## src/rtl/ahb_bm_pkg.sv

```systemverilog
// rtl/ahb_bm_pkg.sv - shared AHB bus-matrix encodings and address-phase control bundle
//
// Purpose: HTRANS/HRESP encodings, the packed control part of an AHB address
// phase, and a helper that tells whether a transfer type carries data.
// The address and user fields are carried beside this bundle because their
// widths are per-instance parameters.
package ahb_bm_pkg;

    localparam logic [1:0] HTRANS_IDLE   = 2'b00;
    localparam logic [1:0] HTRANS_BUSY   = 2'b01;
    localparam logic [1:0] HTRANS_NONSEQ = 2'b10;
    localparam logic [1:0] HTRANS_SEQ    = 2'b11;

    localparam logic [1:0] HRESP_OKAY    = 2'b00;
    localparam logic [1:0] HRESP_ERROR   = 2'b01;

    typedef struct packed {
        logic [1:0] trans;
        logic       write;
        logic [2:0] size;
        logic [2:0] burst;
        logic [3:0] prot;
        logic       mastlock;
    } ahb_ctrl_t;

    // NONSEQ and SEQ both have bit 1 set; IDLE and BUSY do not.
    function automatic logic is_active_trans(input logic [1:0] trans);
        return trans[1];
    endfunction

endpackage

```

## src/rtl/ahb_bm_hold_reg.sv

```systemverilog
// rtl/ahb_bm_hold_reg.sv - load-enabled holding register for one AHB address phase
//
// Purpose: stores the address, user and control fields of a transfer that
// could not be issued immediately.
// Ports:
//   i_clk      clock
//   i_rst      synchronous active-high reset, clears every field
//   i_load     capture i_addr/i_auser/i_ctrl at this edge
//   i_addr     address to capture
//   i_auser    address user field to capture
//   i_ctrl     control bundle to capture
//   o_addr     held address
//   o_auser    held address user field
//   o_ctrl     held control bundle
module ahb_bm_hold_reg
    import ahb_bm_pkg::*;
#(
    parameter int ADDR_WIDTH  = 32,
    parameter int AUSER_WIDTH = 32
) (
    input  logic                   i_clk,
    input  logic                   i_rst,
    input  logic                   i_load,
    input  logic [ADDR_WIDTH-1:0]  i_addr,
    input  logic [AUSER_WIDTH-1:0] i_auser,
    input  ahb_ctrl_t              i_ctrl,
    output logic [ADDR_WIDTH-1:0]  o_addr,
    output logic [AUSER_WIDTH-1:0] o_auser,
    output ahb_ctrl_t              o_ctrl
);

    logic [ADDR_WIDTH-1:0]  r_addr;
    logic [AUSER_WIDTH-1:0] r_auser;
    ahb_ctrl_t              r_ctrl;

    always_ff @(posedge i_clk) begin
        if (i_rst) begin
            r_addr  <= '0;
            r_auser <= '0;
            r_ctrl  <= '0;
        end else if (i_load) begin
            r_addr  <= i_addr;
            r_auser <= i_auser;
            r_ctrl  <= i_ctrl;
        end
    end

    assign o_addr  = r_addr;
    assign o_auser = r_auser;
    assign o_ctrl  = r_ctrl;

endmodule

```

## src/rtl/ahb_bm_input_stage.sv

```systemverilog
// rtl/ahb_bm_input_stage.sv - per-master input stage of the AHB bus matrix
//
// Purpose: passes the master address phase straight to the decoder when the
// target output stage accepts it; otherwise captures it, stalls the master
// and re-presents the held copy until the output stage takes it. Returns the
// decoder's data-phase response to the master.
// Ports:
//   HCLK, HRESET                 clock, synchronous active-high reset
//   HSELS..HAUSERS, HREADYS      master-side address phase and bus ready
//   active_op                    decoder accepts the presented transfer
//   readyout_op, resp_op         decoder data-phase ready/response
//   sel_op..auser_op, ready_op   address phase / HREADY presented to decoder
//   held_tran_op                 held copy is being presented
//   HREADYOUTS, HRESPS           ready/response to the master
module ahb_bm_input_stage
    import ahb_bm_pkg::*;
#(
    parameter int ADDR_WIDTH  = 32,
    parameter int AUSER_WIDTH = 32
) (
    input  logic                   HCLK,
    input  logic                   HRESET,
    input  logic                   HSELS,
    input  logic [ADDR_WIDTH-1:0]  HADDRS,
    input  logic [1:0]             HTRANSS,
    input  logic                   HWRITES,
    input  logic [2:0]             HSIZES,
    input  logic [2:0]             HBURSTS,
    input  logic [3:0]             HPROTS,
    input  logic                   HMASTLOCKS,
    input  logic [AUSER_WIDTH-1:0] HAUSERS,
    input  logic                   HREADYS,
    input  logic                   active_op,
    input  logic                   readyout_op,
    input  logic [1:0]             resp_op,
    output logic                   sel_op,
    output logic [ADDR_WIDTH-1:0]  addr_op,
    output logic [1:0]             trans_op,
    output logic                   write_op,
    output logic [2:0]             size_op,
    output logic [2:0]             burst_op,
    output logic [3:0]             prot_op,
    output logic                   mastlock_op,
    output logic [AUSER_WIDTH-1:0] auser_op,
    output logic                   ready_op,
    output logic                   held_tran_op,
    output logic                   HREADYOUTS,
    output logic [1:0]             HRESPS
);

    logic                   w_trans_req;
    logic                   w_capture;
    logic                   w_issue;
    logic                   w_dphase_next;
    logic                   r_pend;
    logic                   r_dphase;
    ahb_ctrl_t              w_live_ctrl;
    ahb_ctrl_t              w_hold_ctrl;
    logic [ADDR_WIDTH-1:0]  w_hold_addr;
    logic [AUSER_WIDTH-1:0] w_hold_auser;

    always_comb begin
        w_live_ctrl          = '0;
        w_live_ctrl.trans    = HTRANSS;
        w_live_ctrl.write    = HWRITES;
        w_live_ctrl.size     = HSIZES;
        w_live_ctrl.burst    = HBURSTS;
        w_live_ctrl.prot     = HPROTS;
        w_live_ctrl.mastlock = HMASTLOCKS;
    end

    // HREADYS gates the request, so capture only happens once any earlier
    // data phase of this master has completed.
    assign w_trans_req = HSELS & is_active_trans(HTRANSS) & HREADYS;
    assign w_capture   = w_trans_req & ~r_pend & ~active_op;
    assign w_issue     = r_pend & active_op;

    // A data phase is owned either by a live transfer accepted directly or by
    // the held transfer being accepted.
    assign w_dphase_next = (w_trans_req & active_op & ~r_pend) | w_issue;

    ahb_bm_hold_reg #(
        .ADDR_WIDTH  (ADDR_WIDTH),
        .AUSER_WIDTH (AUSER_WIDTH)
    ) u_hold_reg (
        .i_clk   (HCLK),
        .i_rst   (HRESET),
        .i_load  (w_capture),
        .i_addr  (HADDRS),
        .i_auser (HAUSERS),
        .i_ctrl  (w_live_ctrl),
        .o_addr  (w_hold_addr),
        .o_auser (w_hold_auser),
        .o_ctrl  (w_hold_ctrl)
    );

    // Capture and issue are mutually exclusive: one needs r_pend low, the
    // other r_pend high.
    always_ff @(posedge HCLK) begin
        if (HRESET) begin
            r_pend <= 1'b0;
        end else if (w_capture) begin
            r_pend <= 1'b1;
        end else if (w_issue) begin
            r_pend <= 1'b0;
        end
    end

    always_ff @(posedge HCLK) begin
        if (HRESET) begin
            r_dphase <= 1'b0;
        end else if (ready_op) begin
            r_dphase <= w_dphase_next;
        end
    end

    always_comb begin
        sel_op       = HSELS;
        addr_op      = HADDRS;
        trans_op     = HTRANSS;
        write_op     = HWRITES;
        size_op      = HSIZES;
        burst_op     = HBURSTS;
        prot_op      = HPROTS;
        mastlock_op  = HMASTLOCKS;
        auser_op     = HAUSERS;
        ready_op     = HREADYS;
        held_tran_op = r_pend;
        HREADYOUTS   = 1'b1;
        HRESPS       = HRESP_OKAY;
        if (r_pend) begin
            // The held copy is presented with a forced bus-ready so the
            // decoder treats it as a fresh address phase every cycle.
            sel_op      = 1'b1;
            addr_op     = w_hold_addr;
            trans_op    = w_hold_ctrl.trans;
            write_op    = w_hold_ctrl.write;
            size_op     = w_hold_ctrl.size;
            burst_op    = w_hold_ctrl.burst;
            prot_op     = w_hold_ctrl.prot;
            mastlock_op = w_hold_ctrl.mastlock;
            auser_op    = w_hold_auser;
            ready_op    = 1'b1;
            HREADYOUTS  = 1'b0;
            HRESPS      = HRESP_OKAY;
        end else if (r_dphase) begin
            HREADYOUTS = readyout_op;
            HRESPS     = resp_op;
        end
    end

endmodule

```

## config.mk

```make
export PLATFORM = sky130hd
export DESIGN_NAME = ahb_bm_input_stage
export DESIGN_NICKNAME = d
export VERILOG_FILES = /design/src/rtl/ahb_bm_pkg.sv /design/src/rtl/ahb_bm_hold_reg.sv /design/src/rtl/ahb_bm_input_stage.sv
export SDC_FILE = /design/constraint.sdc
export NUM_CORES = 1
export LEC_CHECK = 0
export CAP_MARGIN = 20
export CORE_UTILIZATION = 50
export CTS_BUF_LIST = sky130_fd_sc_hd__clkbuf_4
export CTS_CLUSTER_SIZE = 40
export DETAILED_ROUTE_END_ITERATION = 10
export GPL_TIMING_DRIVEN = 0
export PLACE_DENSITY = 0.88
export SLEW_MARGIN = 20
export SYNTH_ARGS = -nofsm -noshare
export SYNTH_HDL_FRONTEND = slang
export SYNTH_SLANG_ARGS = --single-unit
```

## constraint.sdc

```tcl
create_clock -name HCLK -period 3 [get_ports HCLK]
set_input_delay 0.45 -clock HCLK [delete_from_list [all_inputs] [get_ports HCLK]]
set_output_delay 0.45 -clock HCLK [all_outputs]
set_load 0.01 [all_outputs]
```

==> out/results.tsv <==
stage	metric	value	unit
pwr	Internal Power	1.85	mW
worst_hold_path	Hold Path Class	in -> reg	
logic_synthesis	Synth area leaders	dfxtp_1 35%, nand2b_1 21%, mux2_2 19%	
timing	Rel. slew slack	0.653	
timing	Final Worst Setup Slack	0.193	ns
grt	GRT Util Overall	0.251	
routing	vias per cell	5.11	
clock_network	Post-CTS Repair Setup Buffers	0	
pwr	Overall Power	2.44	mW
timing	RSZ-0062 raised after global routing	no	
placement	routability congestion estimate	0.760	
layout	final non-filler cell total	731	
floorplanning	core area	8720	um2
placement	placed cells	715	
timing	fin crit share	0.936	
timing	Slew @ Worst Pin	0.521	ns
clock_network	CTS sink count	80	
floorplanning	full die area	9410	um2
critical_path	Crit path required time	2.55	ns
floorplanning	row cnt	34	
layout	Layout Utilization	0.747	
status	status	finished, final reports clean	
logic_synthesis	Yosys cell types	18	
pwr	peak supply drop	0.000248	V
logic_synthesis	Ys Warns	0	
pwr	Comb power frac	0.216	
critical_path	Critical Path AT	2.36	ns
floorplanning	Starting Density	0.518	
timing	Slew Viols, Final	0	
critical_path	CP cell instances	buf_2 -> buf_2 -> buf_2 -> mux2_2 -> clkdlybuf4s50_1	
logic_synthesis	number of enable flip-flop cells after synthesis	0	
critical_path	CP max FO	10	
critical_path	WS Path Type	reg -> out	
routing	Vias	3734	
layout	design area	6510	um2
clock_network	H-Tree Depth	3	
clock_network	worst skew pair latency	0.43	ns
timing	skew final	0.0157	ns
logic_synthesis	Mapped Nets	525	
routing	First-pass DRT Iterations	4	
routing	# DRC	0	
pwr	switching power	0.589	mW
critical_path	most used cell, CP	buf_2	
critical_path	CP startpoint kind	register	
clock_network	Num CTS Buffers	9	
clock_network	CTS Root Cell	clkbuf_4	
critical_path	Crit path largest cell delay	0.51	ns
grt	antenna violations before repair	0	
logic_synthesis	synth cell count leaders	155 x nand2b_1, 80 x dfxtp_1, 78 x mux2_2	
routing	WL/cell	16.0	um
layout	Ant. Diodes	0	
pwr	Clock Power Share	0.334	
placement	Placed Area	6330	um2
timing	clock period minus worst slack	2.81	ns
layout	Area Growth Syn to Fin	44.3	%
layout	Final nets	704	
logic_synthesis	synthesized area	4510	um2
placement	port buffer count	168	
pwr	leakage power	2.32	nW
grt	number of global-route vias before repair	3994	
logic_synthesis	Syn Area/Cell	10.3	um2
logic_synthesis	synthesized flop and latch total	80	
clock_network	Post-CTS Hold Fix Bufs	0	
logic_synthesis	Post-Synthesis Cells	439	
logic_synthesis	ys flop type	dfxtp_1	
routing	Final ANT Viol Nets	0	
logic_synthesis	most frequent cell after synthesis	nand2b_1	
layout	layout cell share with drive strength beyond 1	0.186	
critical_path	Worst Setup End Kind	output pin	
routing	drt first-iter violations	72	
pwr	Flop pwr share	0.450	
logic_synthesis	post-synth top area cell	dfxtp_1	
grt	largest net degree at the start of global routing	14	
logic_synthesis	Seq/Total Area, Yosys	0.355	
floorplanning	die height	97.0	um
clock_network	CTS tree	yes	
placement	Place WS	0.671	ns
timing	Setup TNS	0	ns
clock_network	post_cts resized	0	
clock_network	clk buf depth	2	
logic_synthesis	top cell type's share of synthesized area	0.355	
floorplanning	IO Pins	170	
pwr	Sw Share	0.242	
routing	Routed Wire Length	11700	um
timing	Final Setup Violations	0	
placement	post-DP HPWL	8800	um
pwr	PwrDens	374	nW/um2
floorplanning	chip width	97.0	um
clock_network	Reg clk slew, reported paths	0.13	ns
critical_path	slowest CP cell	clkdlybuf4s50_1	
grt	total congestion overflow	0	
timing	endpoints failing hold	0	
grt	first-pass GRT wire length	19000	um
job	Max Cap Viol	0	
logic_synthesis	FFs w/ async S/R, synth	0	
timing	Hold WS	0.417	ns
timing	fmax	356	MHz
layout	# fillers	648	
[path summary, 6_finish.rpt]
path | start | end | slack [ns] | cells past startpoint
max | held_tran_op | auser_op[30] | 0.19 | 5
min | HRESET | held_tran_op | 0.42 | 2
max reg2reg | held_tran_op | u_hold_reg.o_addr[5] | 1.56 | 6
min reg2reg | u_hold_reg.o_auser[0] | u_hold_reg.o_auser[0] | 0.48 | 2
[final cells by class]
cell class	instances	area [um2]	area share
Multi-Input combinational cell	322	2700	0.415
Timing Repair Buffer	168	1680	0.258
Sequential cell	80	1600	0.246
Buffer	36	204	0.0313
Tap cell	108	135	0.0207
Clock inverter	6	108	0.0165
Clock buffer	10	75.1	0.0115
Inverter	1	3.75	0.000576
[worst max-delay path, delay by kind of cell, from the launching register on]
kind     cells  cell delay [ns]
buf+inv      4             1.20
flops        1             0.34
mux          1             0.37
[flip-flops by register name, summed over array words and instances (netlist names)]
signal / count
u_hold_reg.o_addr: 32
u_hold_reg.o_auser: 32
u_hold_reg.o_ctrl: 14
held_tran_op: 1
r_dphase: 1
[cell usage in the layout (no fill, tap or decap), drive strengths merged]
cell type,instances
and3b,2
clkinvlp,1
or3b,1
bufinv,3
a31oi,1
a21oi,2
nor3,2
buf,19
dfxtp,80
o21ba,1
inv,1
or2,2
clkinv,2
nand3,1
mux2,78
clkdlybuf4s50,168
mux2i,77
clkbuf,27
nand2b,155
[power by group through the flow]
stage,clock [mW],sequential (mW),combinational (mW)
2_1_floorplan,0,1.12,0.232
3_3_place_gp,0,1.12,0.516
3_5_place_dp,0,1.12,0.525
4_1_cts,0.833,1.10,0.530
5_1_grt,0.870,1.10,0.561
6_report,0.815,1.10,0.526
[logic make-up (layout without fill, tap and decap cells)]
group	Yosys count	after routing	synth area share
AND/OR/NAND/NOR	163	163	0.228
multiplexers	155	155	0.365
buffers and inverters	37	221	0.0460
AO/OA/AOI/OAI	4	4	0.00582
flip-flops	80	80	0.355
[metal layers]
metal	up-vias	share of wire	global-route usage
met4	0	0.024	0.101
met5	-	0	0
met1	1786	0.43	0.289
met2	96	0.51	0.456
met3	21	0.042	0.0455
li1	1831	-	-
Power figures use the tool's default switching activity.
